<file path="config.mk">
export PLATFORM = sky130hd
export DESIGN_NAME = carrega_matrizes
export DESIGN_NICKNAME = d
export VERILOG_FILES = /design/src/rtl/carrega_matrizes.sv
export SDC_FILE = /design/constraint.sdc
export NUM_CORES = 1
export LEC_CHECK = 0
export ABC_AREA = 1
export CAP_MARGIN = 25
export CORE_ASPECT_RATIO = 1.2
export CORE_MARGIN = 10
export CORE_UTILIZATION = 30
export DETAILED_ROUTE_END_ITERATION = 8
export PLACE_DENSITY = 0.55
export SYNTH_ARGS = -nofsm -noshare
export SYNTH_HDL_FRONTEND = slang
export SYNTH_SLANG_ARGS = --single-unit
</file>
<file path="constraint.sdc">
create_clock -name clk -period 2.9 [get_ports clk]
set_input_delay 0.29 -clock clk [delete_from_list [all_inputs] [get_ports clk]]
set_output_delay 0.29 -clock clk [all_outputs]
set_load 0.01 [all_outputs]
</file>
<file path="src/rtl/carrega_matrizes.sv">
// carrega_matrizes: loads two 5x5 int8 matrices (A then B) from a byte memory
// with one read per cycle and a one-cycle read latency.
// Optional feature macro: CARREGA_TAMANHO_EN adds the tamanho port (dimension N, 2..5).
module carrega_matrizes (
`ifdef CARREGA_TAMANHO_EN
  input  logic [2:0]   tamanho,
`endif
  input  logic         clk,
  input  logic         rst_n,
  input  logic         start_carga,
  input  logic [7:0]   end_a,
  input  logic [7:0]   end_b,
  output logic         mem_rd,
  output logic [7:0]   mem_addr,
  input  logic [7:0]   mem_data,
  output logic [199:0] matrizA,
  output logic [199:0] matrizB,
  output logic         busy,
  output logic         done_carga
);

  localparam int unsigned DIM_MAX  = 5;
  localparam int unsigned ROW_BITS = 40;
  localparam int unsigned ELM_BITS = 8;

  typedef enum logic [2:0] {IDLE, LE_A, LE_B, DRENA, FIM} state_t;

  state_t     r_state;
  logic [2:0] r_row;
  logic [2:0] r_col;
  logic [7:0] r_end_b;
  logic       r_wr_en;
  logic       r_wr_sel;
  logic [2:0] r_wr_row;
  logic [2:0] r_wr_col;
  logic [2:0] w_nm1;
  logic       w_last;
  logic [7:0] w_off;

`ifdef CARREGA_TAMANHO_EN
  logic [2:0] r_nm1;
  // Dimension minus one, latched at start acceptance
  assign w_nm1 = r_nm1;
`else
  // Fixed dimension minus one
  assign w_nm1 = 3'(DIM_MAX - 1);
`endif

  // Last element of the current matrix is being read this cycle
  assign w_last = (r_row == w_nm1) && (r_col == w_nm1);
  // Bit offset of the element whose data is arriving this cycle
  assign w_off  = 8'(r_wr_row) * 8'(ROW_BITS) + 8'(r_wr_col) * 8'(ELM_BITS);

  // Load sequencer: state, read strobe/address, data write-back and status flags
  always_ff @(posedge clk or negedge rst_n) begin
    if (!rst_n) begin
      r_state    <= IDLE;
      r_row      <= 3'd0;
      r_col      <= 3'd0;
      r_end_b    <= 8'd0;
      r_wr_en    <= 1'b0;
      r_wr_sel   <= 1'b0;
      r_wr_row   <= 3'd0;
      r_wr_col   <= 3'd0;
      mem_rd     <= 1'b0;
      mem_addr   <= 8'd0;
      matrizA    <= 200'd0;
      matrizB    <= 200'd0;
      busy       <= 1'b0;
      done_carga <= 1'b0;
`ifdef CARREGA_TAMANHO_EN
      r_nm1      <= 3'(DIM_MAX - 1);
`endif
    end else begin
      // Data for the read issued last cycle is valid now
      r_wr_en  <= mem_rd;
      r_wr_sel <= (r_state == LE_B);
      r_wr_row <= r_row;
      r_wr_col <= r_col;
      if (r_wr_en) begin
        if (r_wr_sel) matrizB[w_off +: 8] <= mem_data;
        else          matrizA[w_off +: 8] <= mem_data;
      end

      case (r_state)
        IDLE: begin
          if (start_carga) begin
            r_state  <= LE_A;
            mem_rd   <= 1'b1;
            mem_addr <= end_a;
            r_end_b  <= end_b;
            r_row    <= 3'd0;
            r_col    <= 3'd0;
            matrizA  <= 200'd0;
            matrizB  <= 200'd0;
            busy     <= 1'b1;
`ifdef CARREGA_TAMANHO_EN
            r_nm1    <= (tamanho >= 3'd2 && tamanho <= 3'd5) ? tamanho - 3'd1
                                                             : 3'(DIM_MAX - 1);
`endif
          end
        end
        LE_A, LE_B: begin
          mem_addr <= mem_addr + 8'd1;
          if (r_col == w_nm1) begin
            r_col <= 3'd0;
            r_row <= r_row + 3'd1;
          end else begin
            r_col <= r_col + 3'd1;
          end
          if (w_last) begin
            r_row <= 3'd0;
            r_col <= 3'd0;
            if (r_state == LE_A) begin
              r_state  <= LE_B;
              mem_addr <= r_end_b;
            end else begin
              r_state  <= DRENA;
              mem_rd   <= 1'b0;
              mem_addr <= mem_addr;
            end
          end
        end
        DRENA: begin
          r_state    <= FIM;
          done_carga <= 1'b1;
        end
        FIM: begin
          r_state    <= IDLE;
          done_carga <= 1'b0;
          busy       <= 1'b0;
        end
        default: r_state <= IDLE;
      endcase
    end
  end

endmodule

</file>
==> results.txt <==
The run finished with clean final reports. The area of all placed cells without fillers came out at 29,970 µm². For this run, the share of the core covered by cells in the final layout is 0.4387. Dividing total power by cell area gives a power density of 1209 nW/µm². The sum of negative setup slack is 0 ps.

The die covers 79,810 µm². The type of the worst min-delay path is in2reg. The first-pass GRT wire length came out at 130.1 mm. The count of buffers added on input and output ports is 437. The static power due to leakage is 14.17 nW. The total instance count after detailed placement came out at 4,002.

The post-route antenna net violation count came out at 0. The library cell used most frequently in the layout, excluding fill and tap cells, is sky130_fd_sc_hd__clkdlybuf4s50_1. In the layout the commonest cells are 436 x sky130_fd_sc_hd__clkdlybuf4s50_1, 435 x sky130_fd_sc_hd__dfrtp_1, 395 x sky130_fd_sc_hd__nor2_1. The number of antenna violations at the first check in global routing is 0. The tree is rooted in a sky130_fd_sc_hd__clkbuf_16. The total global routing overflow came out at 0.

The net count after synthesis came out at 2,637. Walking the worst path, the cells encountered are ha_4 -> fa_2 -> buf_4 -> ha_4 -> nor2_2 -> buf_4 -> nand2_1 -> nor2_1 -> buf_4 -> nand3_1 -> a21oi_1. The number of hold violations in the final report came out at 0. The portion of total power attributed to the clock network came out at 0.171. Broken down by cell family, the worst path's largest delay share belongs to adder cells. The final number of max-transition violations came out at 0. The clock tree synthesis step divided the H-tree into 2 levels.

The cell that appears most often on the critical path is sky130_fd_sc_hd__buf_4. The achievable clock frequency is 0.3518 GHz. The clock reaches the later pin of the worst-skew pair after 580 ps. The overall routing resource usage came out at 0.2129. The number of clock buffers added by TritonCTS is 48.

The tool flagged a number of max-cap violations equal to 0. The setup slack at placement is -175.3 ps. The die is 259.6 µm wide. The proportion of synthesized flip-flops having asynchronous set or reset is 1.000. Routability-driven placement finished with a final weighted congestion of 0.8474. Setup repair after global routing could not meet its margin everywhere. The worst-path cell with the longest stage delay is sky130_fd_sc_hd__fa_2. The tightest hold margin is 255.5 ps. The final antenna diode count came out at 0. Summing internal, switching and leakage power gives 36.23 mW. The critical path data arrival time is 3340 ps. The total number of placement rows is 105.

The share of total power dissipated in sequential elements is 0.265. The transition time at the pin with the least slew margin came out at 824.1 ps. The per-instance average area after synthesis came out at 7.964 µm². Across all setup checks in the final design, the least slack found is 57.48 ps.

Counting distinct cell types in the post-synthesis netlist gives 39. After technology mapping, the gate count stands at 2,594. The via-per-instance ratio is 4.968. The number of global-route vias before repair is 20,156. The sequential area share after synthesis came out at 0.5281.

The area of the core came out at 68,320 µm². The area of the mapped netlist is 20,660 µm². The worst register-to-register path begins at r_wr_row[0].

TritonCTS built the clock tree. The register clock-pin slew on the reported worst setup and hold paths came out at 60 ps. The maximum number of pins on one net before global-route repair is 172. The final net count came out at 3,210. The critical path starts at r_wr_row[0].

The endpoint kind of the worst setup timing path is a flip-flop. For this design the total switching power over the nets is 16.23 mW. The maximum buffer depth of the clock tree is 3. For this block, the initial DRC count from the detailed router was 1,889. The worst IR drop on VDD came out at 0.0006892 V.

The worst setup path category is reg2reg. The placed instances occupy a cell area of 27,420 µm². In this run the most critical hold path is launched from end_b[1]. The share of total power dissipated in combinational logic is 0.564. The number of top-level pins came out at 438. The die boundary height came out at 307.5 µm. The worst setup path is launched from a flip-flop. The final cell count without fillers is 4,109. The number of detailed-routing iterations run before antenna repair is 6. The synthesized design contains 436 register bits. Detailed placement finished with a half-perimeter wire length of 64.65 mm. The buffers plus inverters on the worst setup path is 3. The sink count of the clock tree is 436.

On the worst path, the slowest cell contributes a delay of 570 ps. The maximum net fanout on the critical path came out at 4. The worst path in the final design needs a cycle of 2843 ps, including I/O delays and setup. Among all flip-flop cells after synthesis, the most frequent one is sky130_fd_sc_hd__dfrtp_1.

For this run, design rule violations remaining after detail routing come to 0. The count of vias placed by the detailed router came out at 20,413. The design internal power is 20.00 mW.

Setup violations remaining at the end of the flow were counted as 0. The relative slew slack came out at 0.4506. The required time of the critical path came out at 3400 ps. Of the cells placed in the final design, the portion with a size suffix greater than 1 is 0.1513. Compared with the post-synthesis result, the final layout area differs by 45.06%. The average detailed-routed wire length per instance is 21.63 µm.

Of the total power, the share spent switching nets is 0.4479. The share of the cycle needed by the critical path after routing came out at 0.9802. The minimum setup slack among reg-to-reg paths came out at 60 ps. The Yosys warning count came out at 0.

The initial core utilization is 0.3024. Across the routed clock network, the largest skew measured is 18.72 ps. For this block, the routed nets add up to 88.88 mm of wire. The number of flops mapped to enable cells by yosys is 0.
[synthesized netlist by cell type (15+ instances only)]
library cell,instances,area share
sky130_fd_sc_hd__a21oi_1,219,0.053
sky130_fd_sc_hd__inv_1,245,0.045
sky130_fd_sc_hd__ha_1,15,0.0091
sky130_fd_sc_hd__clkbuf_1,107,0.019
sky130_fd_sc_hd__nor2_1,421,0.076
sky130_fd_sc_hd__o21ai_0,330,0.080
sky130_fd_sc_hd__a21boi_0,20,0.0073
sky130_fd_sc_hd__dfrtp_1,436,0.53
sky130_fd_sc_hd__nor3_1,35,0.0085
sky130_fd_sc_hd__nand2_1,422,0.077
sky130_fd_sc_hd__buf_2,32,0.0078
sky130_fd_sc_hd__a31oi_1,16,0.0048
sky130_fd_sc_hd__nand3_1,147,0.036
sky130_fd_sc_hd__nand4_1,50,0.015
[path summary, 6_finish.rpt]
kind / depth (start not counted) / endpoint
max: 11 / matrizA[189]
min: 3 / r_end_b[1]
max reg2reg: 11 / matrizA[189]
min reg2reg: 0 / r_wr_en
max in group asynchronous: 3 / matrizA[43]
min in group asynchronous: 2 / matrizA[147]
[sequential cells by signal, indices dropped and copies added, names as in the netlist]
register and count:
r_wr_row 3, mem_addr 8, r_wr_en 1, r_end_b 8, r_wr_col 3, r_state 3, r_wr_sel 1, r_row 3
r_col 3, busy 1, mem_rd 1, matrizA 200, done_carga 1, matrizB 200
[worst register-to-register path: cells and delay by family, from the launching register on]
family	cells	cell delay, ps
DFF	1	430
buffers and inverters	3	530
and+or+nand+nor	4	670
AOI/OAI and AO/OA	1	170
adders and majority gates	3	980
[cell families (layout without fill, tap and decap cells)]
logic type | count (synthesis) | in the layout | synth area share
adder cells (fa/ha/maj) | 16 | 16 | 0.01005
flip-flops | 436 | 436 | 0.5281
buffers and inverters | 415 | 1021 | 0.07897
AND/OR/NAND/NOR | 1120 | 1120 | 0.2297
AO/OA/AOI/OAI | 603 | 603 | 0.1515
XOR/XNOR | 4 | 4 | 0.001696
[layer usage]
| layer | global-route usage | vias up | routed length, µm |
|---|---|---|---|
| met4 | 0.08180 | 0 | 3402 |
| met2 | 0.3632 | 736 | 43600 |
| met5 | 0 | - | 0 |
| met3 | 0.04826 | 160 | 6155 |
| li1 | - | 9605 | - |
| met1 | 0.2565 | 9912 | 35730 |
[timing repair]
action                                  CTS  global route
pin swaps                                 6            35
endpoints found under the setup margin  149           395
setup buffers                             3            15
hold buffers                              1             0
endpoints found under the hold margin    63             0
resized for setup                        32           213
gates cloned                              0             5
[power by group through the flow]
stage	registers [mW]	clock network (mW)	logic (mW)
CTS	9.58	6.34	18.9
global route	9.81	6.56	22.1
detailed placement	9.65	0	18.6
global placement	9.62	0	18.3
finish	9.60	6.19	20.4
floorplan	9.97	0	8.20
[final cells by class]
| type | instances | area (µm²) |
|---|---|---|
| timing repair buffer | 681 | 6638 |
| clock inverter | 13 | 147.6 |
| timing repair inverter | 1 | 7.507 |
| clock buffer | 70 | 1415 |
| sequential | 436 | 10910 |
| multi-input combinational | 1743 | 8705 |
| inverter | 256 | 1007 |
| tap | 909 | 1137 |
| fill | 6707 | 38350 |
Power figures use the tool's default switching activity.
